`src/rtl/fp_align_pipe.sv`:
```
// fp_align_pipe: FP-add exponent compare and significand align; FPALIGN_SUBNORMAL_EN keeps subnormals exact, else they flush to signed zero.
// Latency 2 cycles (S1 decode/compare, S2 shift into the output register), throughput 1 pair/cycle.
// Backpressure: in_ready drops only with both stages full and out_ready low; outputs hold until taken.
module fp_align_pipe #(
  parameter int EXP_W = 8,
  parameter int MAN_W = 23
) (
  input  logic                 clk,
  input  logic                 rst_n,
  input  logic                 in_valid,
  output logic                 in_ready,
  input  logic [EXP_W+MAN_W:0] in_a,
  input  logic [EXP_W+MAN_W:0] in_b,
  output logic                 out_valid,
  input  logic                 out_ready,
  output logic                 out_sign_a,
  output logic                 out_sign_b,
  output logic [EXP_W-1:0]     out_exp,
  output logic [MAN_W:0]       out_man_a,
  output logic [MAN_W:0]       out_man_b,
  output logic                 out_guard,
  output logic                 out_round,
  output logic                 out_sticky,
  output logic [2:0]           out_class_a,
  output logic [2:0]           out_class_b,
  output logic                 out_ftz
);

  localparam int X    = MAN_W + 3;
  localparam int SH_W = $clog2(MAN_W + 4);
  localparam int CW   = ((EXP_W > SH_W) ? EXP_W : SH_W) + 1;

  localparam logic [2:0] CLS_ZERO = 3'd0;
`ifdef FPALIGN_SUBNORMAL_EN
  localparam logic [2:0] CLS_SUB  = 3'd1;
`endif
  localparam logic [2:0] CLS_NORM = 3'd2;
  localparam logic [2:0] CLS_INF  = 3'd3;
  localparam logic [2:0] CLS_NAN  = 3'd4;

  typedef struct packed {
    logic         sign;
    logic [2:0]   cls;
    logic [X-1:0] ext;
  } opr_t;

  typedef struct packed {
    opr_t             opr;
    logic [EXP_W-1:0] eff;
    logic             ftz;
  } dec_t;

  function automatic dec_t decode(input logic [EXP_W+MAN_W:0] v);
    dec_t             o;
    logic [EXP_W-1:0] e;
    logic [MAN_W-1:0] f;
    e           = v[EXP_W+MAN_W-1:MAN_W];
    f           = v[MAN_W-1:0];
    o.opr.sign  = v[EXP_W+MAN_W];
    o.opr.cls   = CLS_ZERO;
    o.opr.ext   = {1'b0, f, 2'b00};
    o.eff       = EXP_W'(1);
    o.ftz       = 1'b0;
    if (e == '0) begin
      if (f != '0) begin
`ifdef FPALIGN_SUBNORMAL_EN
        o.opr.cls = CLS_SUB;
`else
        o.opr.ext = '0;
        o.ftz     = 1'b1;
`endif
      end
    end else if (e == '1) begin
      o.opr.cls = (f == '0) ? CLS_INF : CLS_NAN;
      o.eff     = e;
    end else begin
      o.opr.cls = CLS_NORM;
      o.opr.ext = {1'b1, f, 2'b00};
      o.eff     = e;
    end
    return o;
  endfunction

  // ---------------- S1: classify, pick common exponent, saturated difference
  dec_t             dec_a, dec_b;
  logic [EXP_W-1:0] diff, exp_nxt;
  logic [SH_W-1:0]  d_nxt;
  logic             a_small_nxt, special, both_tiny;

  always_comb begin
    dec_a       = decode(in_a);
    dec_b       = decode(in_b);
    a_small_nxt = dec_a.eff < dec_b.eff;
    diff        = a_small_nxt ? (dec_b.eff - dec_a.eff) : (dec_a.eff - dec_b.eff);
    d_nxt       = (CW'(diff) > CW'(X)) ? SH_W'(X) : SH_W'(diff);
    exp_nxt     = a_small_nxt ? dec_b.eff : dec_a.eff;
    special     = (dec_a.opr.cls == CLS_INF) || (dec_a.opr.cls == CLS_NAN) ||
                  (dec_b.opr.cls == CLS_INF) || (dec_b.opr.cls == CLS_NAN);
    both_tiny   = (dec_a.opr.cls < CLS_NORM) && (dec_b.opr.cls < CLS_NORM);
    if (special) begin
      exp_nxt = '1;
      d_nxt   = '0;
    end else if (both_tiny) begin
      exp_nxt = '0;
      d_nxt   = '0;
    end
  end

  logic             s1_vld;
  opr_t             s1_a, s1_b;
  logic [EXP_W-1:0] s1_exp;
  logic [SH_W-1:0]  s1_d;
  logic             s1_a_small;
  logic             s1_ftz;
  logic             out_take;

  assign out_take = !out_valid || out_ready;
  assign in_ready = !s1_vld || out_take;

  always_ff @(posedge clk or negedge rst_n) begin
    if (!rst_n) begin
      s1_vld     <= 1'b0;
      s1_a       <= '0;
      s1_b       <= '0;
      s1_exp     <= '0;
      s1_d       <= '0;
      s1_a_small <= 1'b0;
      s1_ftz     <= 1'b0;
    end else if (in_ready) begin
      s1_vld <= in_valid;
      if (in_valid) begin
        s1_a       <= dec_a.opr;
        s1_b       <= dec_b.opr;
        s1_exp     <= exp_nxt;
        s1_d       <= d_nxt;
        s1_a_small <= a_small_nxt;
        s1_ftz     <= dec_a.ftz | dec_b.ftz;
      end
    end
  end

  // ---------------- S2: shift the smaller operand; everything falling below round feeds sticky
  logic [X-1:0]   small_ext, shifted;
  logic [2*X-1:0] wide;
  logic           sticky_nxt;

  always_comb begin
    small_ext  = s1_a_small ? s1_a.ext : s1_b.ext;
    wide       = {small_ext, {X{1'b0}}} >> s1_d;
    shifted    = wide[2*X-1:X];
    sticky_nxt = |wide[X-1:0];
  end

  always_ff @(posedge clk or negedge rst_n) begin
    if (!rst_n) begin
      out_valid   <= 1'b0;
      out_sign_a  <= 1'b0;
      out_sign_b  <= 1'b0;
      out_exp     <= '0;
      out_man_a   <= '0;
      out_man_b   <= '0;
      out_guard   <= 1'b0;
      out_round   <= 1'b0;
      out_sticky  <= 1'b0;
      out_class_a <= '0;
      out_class_b <= '0;
      out_ftz     <= 1'b0;
    end else if (out_take) begin
      out_valid <= s1_vld;
      if (s1_vld) begin
        out_sign_a  <= s1_a.sign;
        out_sign_b  <= s1_b.sign;
        out_exp     <= s1_exp;
        out_man_a   <= s1_a_small ? shifted[X-1:2] : s1_a.ext[X-1:2];
        out_man_b   <= s1_a_small ? s1_b.ext[X-1:2] : shifted[X-1:2];
        out_guard   <= shifted[1];
        out_round   <= shifted[0];
        out_sticky  <= sticky_nxt;
        out_class_a <= s1_a.cls;
        out_class_b <= s1_b.cls;
        out_ftz     <= s1_ftz;
      end
    end
  end

endmodule

```
`config.mk`:
```
export PLATFORM = sky130hd
export DESIGN_NAME = fp_align_pipe
export DESIGN_NICKNAME = d
export VERILOG_FILES = /design/src/rtl/fp_align_pipe.sv
export SDC_FILE = /design/constraint.sdc
export NUM_CORES = 1
export LEC_CHECK = 0
export CORE_ASPECT_RATIO = 1.2
export CORE_MARGIN = 5
export CORE_UTILIZATION = 45
export DETAILED_ROUTE_END_ITERATION = 16
export MAX_ROUTING_LAYER = met4
export PLACE_DENSITY = 0.69
export SETUP_SLACK_MARGIN = 0.2
export SLEW_MARGIN = 20
export SYNTH_ARGS = -nofsm -noshare
export SYNTH_HDL_FRONTEND = slang
export SYNTH_SLANG_ARGS = --single-unit
export TNS_END_PERCENT = 50
```
`constraint.sdc`:
```
create_clock -name clk -period 5.2 [get_ports clk]
set_clock_uncertainty 0.05 [all_clocks]
set_input_delay 1.04 -clock clk [delete_from_list [all_inputs] [get_ports clk]]
set_output_delay 1.04 -clock clk [all_outputs]
set_load 0.1 [all_outputs]
```
==> flow_metrics.tcl, run 1 <==
set metrics [dict create \
    ys_seq_area_share_pct 39.2 \
    synth.lib_cells_used.distinct 67 \
    area_growth_synth_to_finish_pct 23.9 \
    portBuffers 137 \
    final-max-slew-violation-count 0 \
    postSynth.asyncResetShare_pct 100 \
    seq_power_share_pct 29.3 \
    setup_violations 0 \
    hold_path.class "reg2reg" \
    total_placed_instance_area_sq_mm 0.0106 \
    critical_path.endpoint "s1_d[0]" \
    place_worst_setup_slack_ns 0.255 \
    grt_setup_unrepaired "false" \
    critical_path.max_fanout 9 \
    synthesis.yosys.warnings 0 \
    maxCapViolCount 0 \
    drt_first_iter_violations 865 \
    worstReg2RegEnd "out_sticky" \
    timing.critical_path.from_type "primary input" \
    synth_area_leaders "dfrtp_1 (39%), mux4_2 (11%), nand2_1 (8.2%)" \
    die-height_um 165 \
    post_synth_design_cell_area_sq_mm 0.00899 \
    ff2ff_path_depth 7 \
    avgViaCountPerCell 6.08 \
    first_global_vias 7973 \
    drc_errors 0 \
    portion_of_synthesized_cell_area_occupied_by_the_leading_cell_type_pct 39.2 \
    placement_rows 56 \
    synth-edff-count 0 \
    syn_avg_cell_area_sq_um 9.33 \
    pin_count_of_the_biggest_net_entering_global_routing 84 \
    worst_slack_ns 0.722 \
    hold_viol_final 0 \
    antenna_cells 0 \
    core_sq_mm 0.0196 \
    io_pins 138 \
    cts_inserted_buffers 17 \
    post_cts.resized_instances 0 \
    aggregate_global_route_resource_usage_pct 28.1 \
    synth_area_leader_cell "dfrtp_1" \
    outcome "finished clean" \
    p_switching_mw 2.59 \
    fin_crit_ns 4.48 \
    power.leakage_nw 4.79 \
    num_vias 8158 \
    hold_ws_ns 0.414 \
    cts-root-buf "clkbuf_16" \
    total_nets_after_synthesis 1046 \
    maximum_vdd_ir_drop_mv 0.349 \
    origin_of_the_worst_setup_path "in_a[27]" \
    die_footprint_sq_mm 0.0229 \
    detail_route.wirelength_um 31000 \
    cts_htree_levels 4 \
    post_cts.repair.setup_buffers 0 \
    routing_layer_with_the_top_usage_in_global_route "met2" \
    gr-usage-met2_pct 46.9 \
    power_density_mw_per_mm2 485 \
    internal_power_mw 2.81 \
    hpwl_um 23400 \
    dieWidth_um 139 \
    floorplan.initialDensity_pct 45.8 \
    postLayoutCellArea_sq_mm 0.0111 \
    slew_headroom_pct 23.9 \
    clock_tree_from_tritoncts "yes" \
    globalRoute.totalOverflow 0 \
    cts_hold_buf 0 \
    first_pass_grt_wire_length_um 48000 \
    endpoint_kind "flop" \
    p_total_mw 5.40 \
    p_sw_share_pct 48.0 \
    layout_worst_path_cycle_share_pct 86.1 \
    drive_above_1_share_pct 12.2 \
    comb_power_share_pct 48.6 \
    clkLatencyLatePin_ns 0.43 \
    synth.ff_latch_count 141 \
    postSynth.topFlopCell "dfrtp_1" \
    numClockSinks 141 \
    worstReg2RegStart "s1_d[2]" \
    crit_required_ns 5.46 \
    setup.worst_path.class "in2reg" \
    clkSlewWorstSetupHoldPaths_ns 0.06 \
    use_met1_pct 33.9 \
    syn_inst 964 \
    power.clock.fraction_pct 22.1 \
    ff_latch_area_sq_mm 0.00353 \
    final_nets 1149 \
    drt_first_pass_iters 8 \
    setup_tns_ns 0 \
    max_clock_freq_ghz 0.223 \
    layout.filler_cells 1745 \
    reg2reg_setup_slack_ns 1.48 \
    gr-usage-met3_pct 4.20 \
    routabilityCongestion 1.02 \
    routed_wire_length_per_instance_um 23.1 \
    number_of_antenna_violations_at_the_first_check_in_global_routing 0 \
    postRouteAntennaNets 0 \
    arrival_ns 4.74 \
    multi_input_area_sq_mm 0.00502 \
    worst_pin_slew_ns 1.14 \
    clock_path_buffers 2 \
]
state kept, by name, summed over array words and instances (netlist names), 3 cells and up:
| name | count |
|---|---|
| out_class_a | 3 |
| out_class_b | 3 |
| out_exp | 8 |
| out_man_a | 24 |
| out_man_b | 24 |
| s1_a | 28 |
| s1_b | 28 |
| s1_d | 5 |
| s1_exp | 8 |
worst max-delay path: stages:
cell and delay [ns]:
clkdlybuf4s50_1 0.49, or4_1 0.56, nor2_1 0.15, or2_2 0.15, inv_1 0.04, ha_1 0.20
fa_1 0.44, nand2b_1 0.15, o21ai_1 0.12, buf_4 0.17, a211o_1 0.33, mux2i_1 0.26
xnor2_1 0.22, o211ai_1 0.14, a32o_1 0.27
routing by layer:
layer | part of all wire, % | up-vias
met2 | 50 | 367
met1 | 39 | 3982
met5 | 0 | -
li1 | - | 3727
met3 | 6.2 | 82
met4 | 4.9 | 0
Yosys cell counts, types with 7 or more instances:
library cell / number
nand2_1: 197
dfrtp_1: 141
o21ai_0: 87
clkbuf_1: 58
mux2i_1: 56
nor2_1: 54
mux4_2: 43
a21oi_1: 41
a22o_1: 29
inv_1: 24
nor3_1: 15
nor4_1: 14
ha_1: 13
mux2_2: 13
buf_2: 12
nand3_1: 11
a211oi_1: 10
o22ai_1: 10
and2_1: 9
buf_1: 9
nor2b_1: 8
a21o_1: 7
nand4_1: 7
worst min-delay path by stage:
stage / cells past startpoint / to / start
2_1_floorplan: 2 / out_class_a[0] / s1_a[26]
3_3_place_gp: 2 / out_class_b[0] / s1_b[26]
3_5_place_dp: 2 / s1_b[26] / s1_b[26]
4_1_cts: 2 / out_ftz / s1_ftz
5_1_grt: 2 / out_class_a[0] / s1_a[26]
6_report: 2 / out_man_b[23] / out_man_b[23]
power groups by stage:
stage / clock network (mW) / registers, mW / logic, mW
after floorplan: 0 / 2.43 / 0.997
after global placement: 0 / 1.59 / 2.60
after detailed placement: 0 / 1.60 / 2.61
after CTS: 1.21 / 1.58 / 2.62
after global routing: 1.26 / 1.61 / 2.75
final: 1.20 / 1.58 / 2.62
layout make-up:
| cell class | instances | share of cell area [%] |
|---|---|---|
| well taps | 261 | 2.93 |
| inverters | 27 | 0.910 |
| clock inverters | 12 | 1.09 |
| clock buffers | 20 | 4.01 |
| multi-input cells | 714 | 45.1 |
| flip-flops and latches | 141 | 31.7 |
| repair buffers | 166 | 14.3 |
cells in the final DEF (no fill, tap or decap), drive strengths merged, types with 29 or more instances in the layout:
| cell | synthesis | final |
|---|---|---|
| nand2 | 197 | 197 |
| a21oi | 41 | 41 |
| a22o | 29 | 29 |
| inv | 26 | 34 |
| buf | 24 | 31 |
| dfrtp | 141 | 141 |
| clkdlybuf4s50 | 0 | 135 |
| mux2i | 56 | 56 |
| nor2 | 54 | 54 |
| o21ai | 88 | 88 |
| mux4 | 43 | 43 |
through the flow:
stage | instances | util [%]
2_1_floorplan | 964 | -
3_3_place_gp | 1309 | 53.9
3_5_place_dp | 1309 | 53.9
4_1_cts | 1341 | 56.8
5_1_grt | 1341 | 56.8
6_report | 1341 | 56.8
logic make-up (layout without fill, tap and decap cells):
group           Yosys count  count (layout)  share of synthesized area [%]
compound gates          238             238                           17.4
xor+xnor                  7               7                          0.682
fa+ha+maj                14              14                           2.03
buf+inv                 109             225                           4.97
flops                   141             141                           39.2
mux                     112             112                           18.6
simple gates            343             343                           17.0
(Power assumes the default switching activity.)
==> run 2, diff against run 1 <==
CORE_ASPECT_RATIO = 1.4   (was 1.2)
==> run 2 against run 1 <==
Clock power rose by 5%. Cell count fell by 0.89%. Worst hold slack improved by 0.0019 ns. Register-to-register slack improved by 0.07 ns. Via count barely moved. Wire length barely moved. Critical path depth did not move. Final area barely moved. Critical endpoint unchanged.
==> flow_metrics.tcl, run 2 (same netlist as run 1, synthesis figures left out) <==
set metrics [dict create \
    antenna_cells 0 \
    crit_chain "clkdlybuf4s50_1 > or4_1 > nor2_1 > or2_2 > inv_1 > ha_1 > fa_1 > nand2b_1 > o21ai_1 > buf_4 > a211o_1 > mux2i_1 > xnor2_1 > o211ai_1 > a32o_1" \
    critical_path.top_delay_family "simple AND/OR/NAND/NOR gates" \
    hold_viol_final 0 \
    hpwl_um 23500 \
    worst_pin_slew_ns 1.07 \
    place_worst_setup_slack_ns 0.340 \
    hold_path.class "reg2reg" \
    drc_errors 0 \
    clock_path_buffers 2 \
    routed_wire_length_per_instance_um 23.3 \
    floorplan.initialDensity_pct 45.5 \
    ff_latch_area_sq_mm 0.00353 \
    detail_route.wirelength_um 31000 \
    aggregate_global_route_resource_usage_pct 28.2 \
    pin_count_of_the_biggest_net_entering_global_routing 105 \
    outcome "finished clean" \
    worstReg2RegStart "s1_d[2]" \
    routabilityCongestion 1.01 \
    p_sw_share_pct 47.7 \
    critical_path.n_buffers_inverters 3 \
    worstReg2RegEnd "out_man_b[0]" \
    first_pass_grt_wire_length_um 47500 \
    mostFrequentLayoutCells "nand2_1 (195), dfrtp_1 (140), clkdlybuf4s50_1 (135)" \
    die-height_um 177 \
    portBuffers 137 \
    globalRoute.totalOverflow 0 \
    postRouteAntennaNets 0 \
    timing.critical_path.from_type "primary input" \
    clock_tree_from_tritoncts "yes" \
    die_footprint_sq_mm 0.0229 \
    layout_top_registers "s1_a x28, s1_b x28" \
    p_switching_mw 2.60 \
    final-max-slew-violation-count 0 \
    first_global_vias 8252 \
    core_sq_mm 0.0198 \
    number_of_antenna_violations_at_the_first_check_in_global_routing 0 \
    maxCapViolCount 0 \
    layout.cells.most_common "nand2_1" \
    internal_power_mw 2.85 \
    grt_setup_unrepaired "false" \
    ff2ff_path_depth 8 \
    power.clock.fraction_pct 23.1 \
    setup_violations 0 \
    drive_above_1_share_pct 12.2 \
    cts-root-buf "clkbuf_16" \
    area_growth_synth_to_finish_pct 23.9 \
    power.leakage_nw 4.79 \
    clkSlewWorstSetupHoldPaths_ns 0.07 \
    num_vias 8166 \
    cts_htree_levels 4 \
    setup_tns_ns 0 \
    arrival_ns 4.69 \
    slew_headroom_pct 28.4 \
    io_pins 138 \
    avgViaCountPerCell 6.14 \
    comb_power_share_pct 47.9 \
    maximum_vdd_ir_drop_mv 0.283 \
    crit_slowest_cell "or4_1" \
    layout_worst_path_cycle_share_pct 85.0 \
    drt_first_iter_violations 772 \
    worst_slack_ns 0.779 \
    holdPathEnd "out_sign_b" \
    setup.worst_path.class "in2reg" \
    cts_hold_buf 0 \
    hold_start "s1_b[29]" \
    post_cts.repair.setup_buffers 0 \
    cts_inserted_buffers 17 \
    clkLatencyLatePin_ns 0.43 \
    cp_peak_stage_delay_ns 0.56 \
    fin_crit_ns 4.42 \
    placement_rows 61 \
    hold_ws_ns 0.416 \
    multi_input_area_sq_mm 0.00502 \
    power_density_mw_per_mm2 489 \
    max_clock_freq_ghz 0.226 \
    min_delay_path_depth 2 \
    layout.filler_cells 1780 \
    numClockSinks 141 \
    critical_path.max_fanout 7 \
    drt_first_pass_iters 5 \
    final_nets 1146 \
    post_cts.resized_instances 0 \
    endpoint_kind "flop" \
    dieWidth_um 129 \
    seq_power_share_pct 29.0 \
    crit_required_ns 5.47 \
    reg2reg_setup_slack_ns 1.55 \
]
[run 2: changes by cell type in the layout (fill, tap and decap cells not counted)]
cell        delta
clkbuf_8       -1
and2_1         -1
clkinv_2       -1
inv_6          -2
clkinvlp_4     +1
bufinv_16      +1
clkbuf_1       -1
buf_4          -3
inv_8          +2
and2_2         +1
clkinv_8       +1
[run 2: cell type report]
class,count,share of cell area [%]
clock buffer,18,3.85
clock inverter,14,1.57
inverter,27,0.910
multi-input combinational,714,45.1
sequential,141,31.7
tap,252,2.83
timing repair buffer,163,14.1
[run 2: per-layer routing]
layer	wire length (um)	vias up	global-route usage, %	share of wire, %
li1	-	3703	-	-
met3	1810	110	3.38	5.8
met4	2050	0	16.9	6.6
met2	16000	372	47.9	52
met1	11100	3981	31.7	36
met5	0	-	-	0
[run 2: power groups by stage]
stage / combinational, mW / sequential [mW] / clock, mW
floorplan: 0.997 / 2.43 / 0
global placement: 2.59 / 1.59 / 0
detailed placement: 2.60 / 1.59 / 0
CTS: 2.61 / 1.57 / 1.28
global route: 2.74 / 1.60 / 1.32
finish: 2.61 / 1.58 / 1.26
[run 2: how the worst max path moves through the flow]
stage	start	end	cells past startpoint
2_1_floorplan	in_a[27]	s1_d[0]	14
3_3_place_gp	in_a[27]	s1_d[0]	15
3_5_place_dp	in_a[27]	s1_d[0]	15
4_1_cts	in_a[27]	s1_d[0]	15
5_1_grt	in_a[27]	s1_d[3]	15
6_report	in_a[27]	s1_d[0]	15
[run 2: worst register-to-register path, delay by kind of cell, from the launching register on]
kind | cells | cell delay (ns)
flops | 1 | 1.05
mux | 3 | 1.09
compound gates | 3 | 0.92
buf+inv | 1 | 0.34
simple gates | 1 | 0.08
[run 2: through the flow]
| stage | instance area [sq um] | total power, mW | utilization (%) | instances |
|---|---|---|---|---|
| finish | 11100 | 5.45 | 56.4 | 1329 |
| global route | 11100 | 5.66 | 56.4 | 1329 |
| CTS | 11100 | 5.46 | 56.4 | 1329 |
| detailed placement | 10500 | 4.20 | 53.3 | 1297 |
| global placement | 10500 | 4.18 | 53.3 | 1297 |
| floorplan | 8990 | 3.43 | - | 964 |
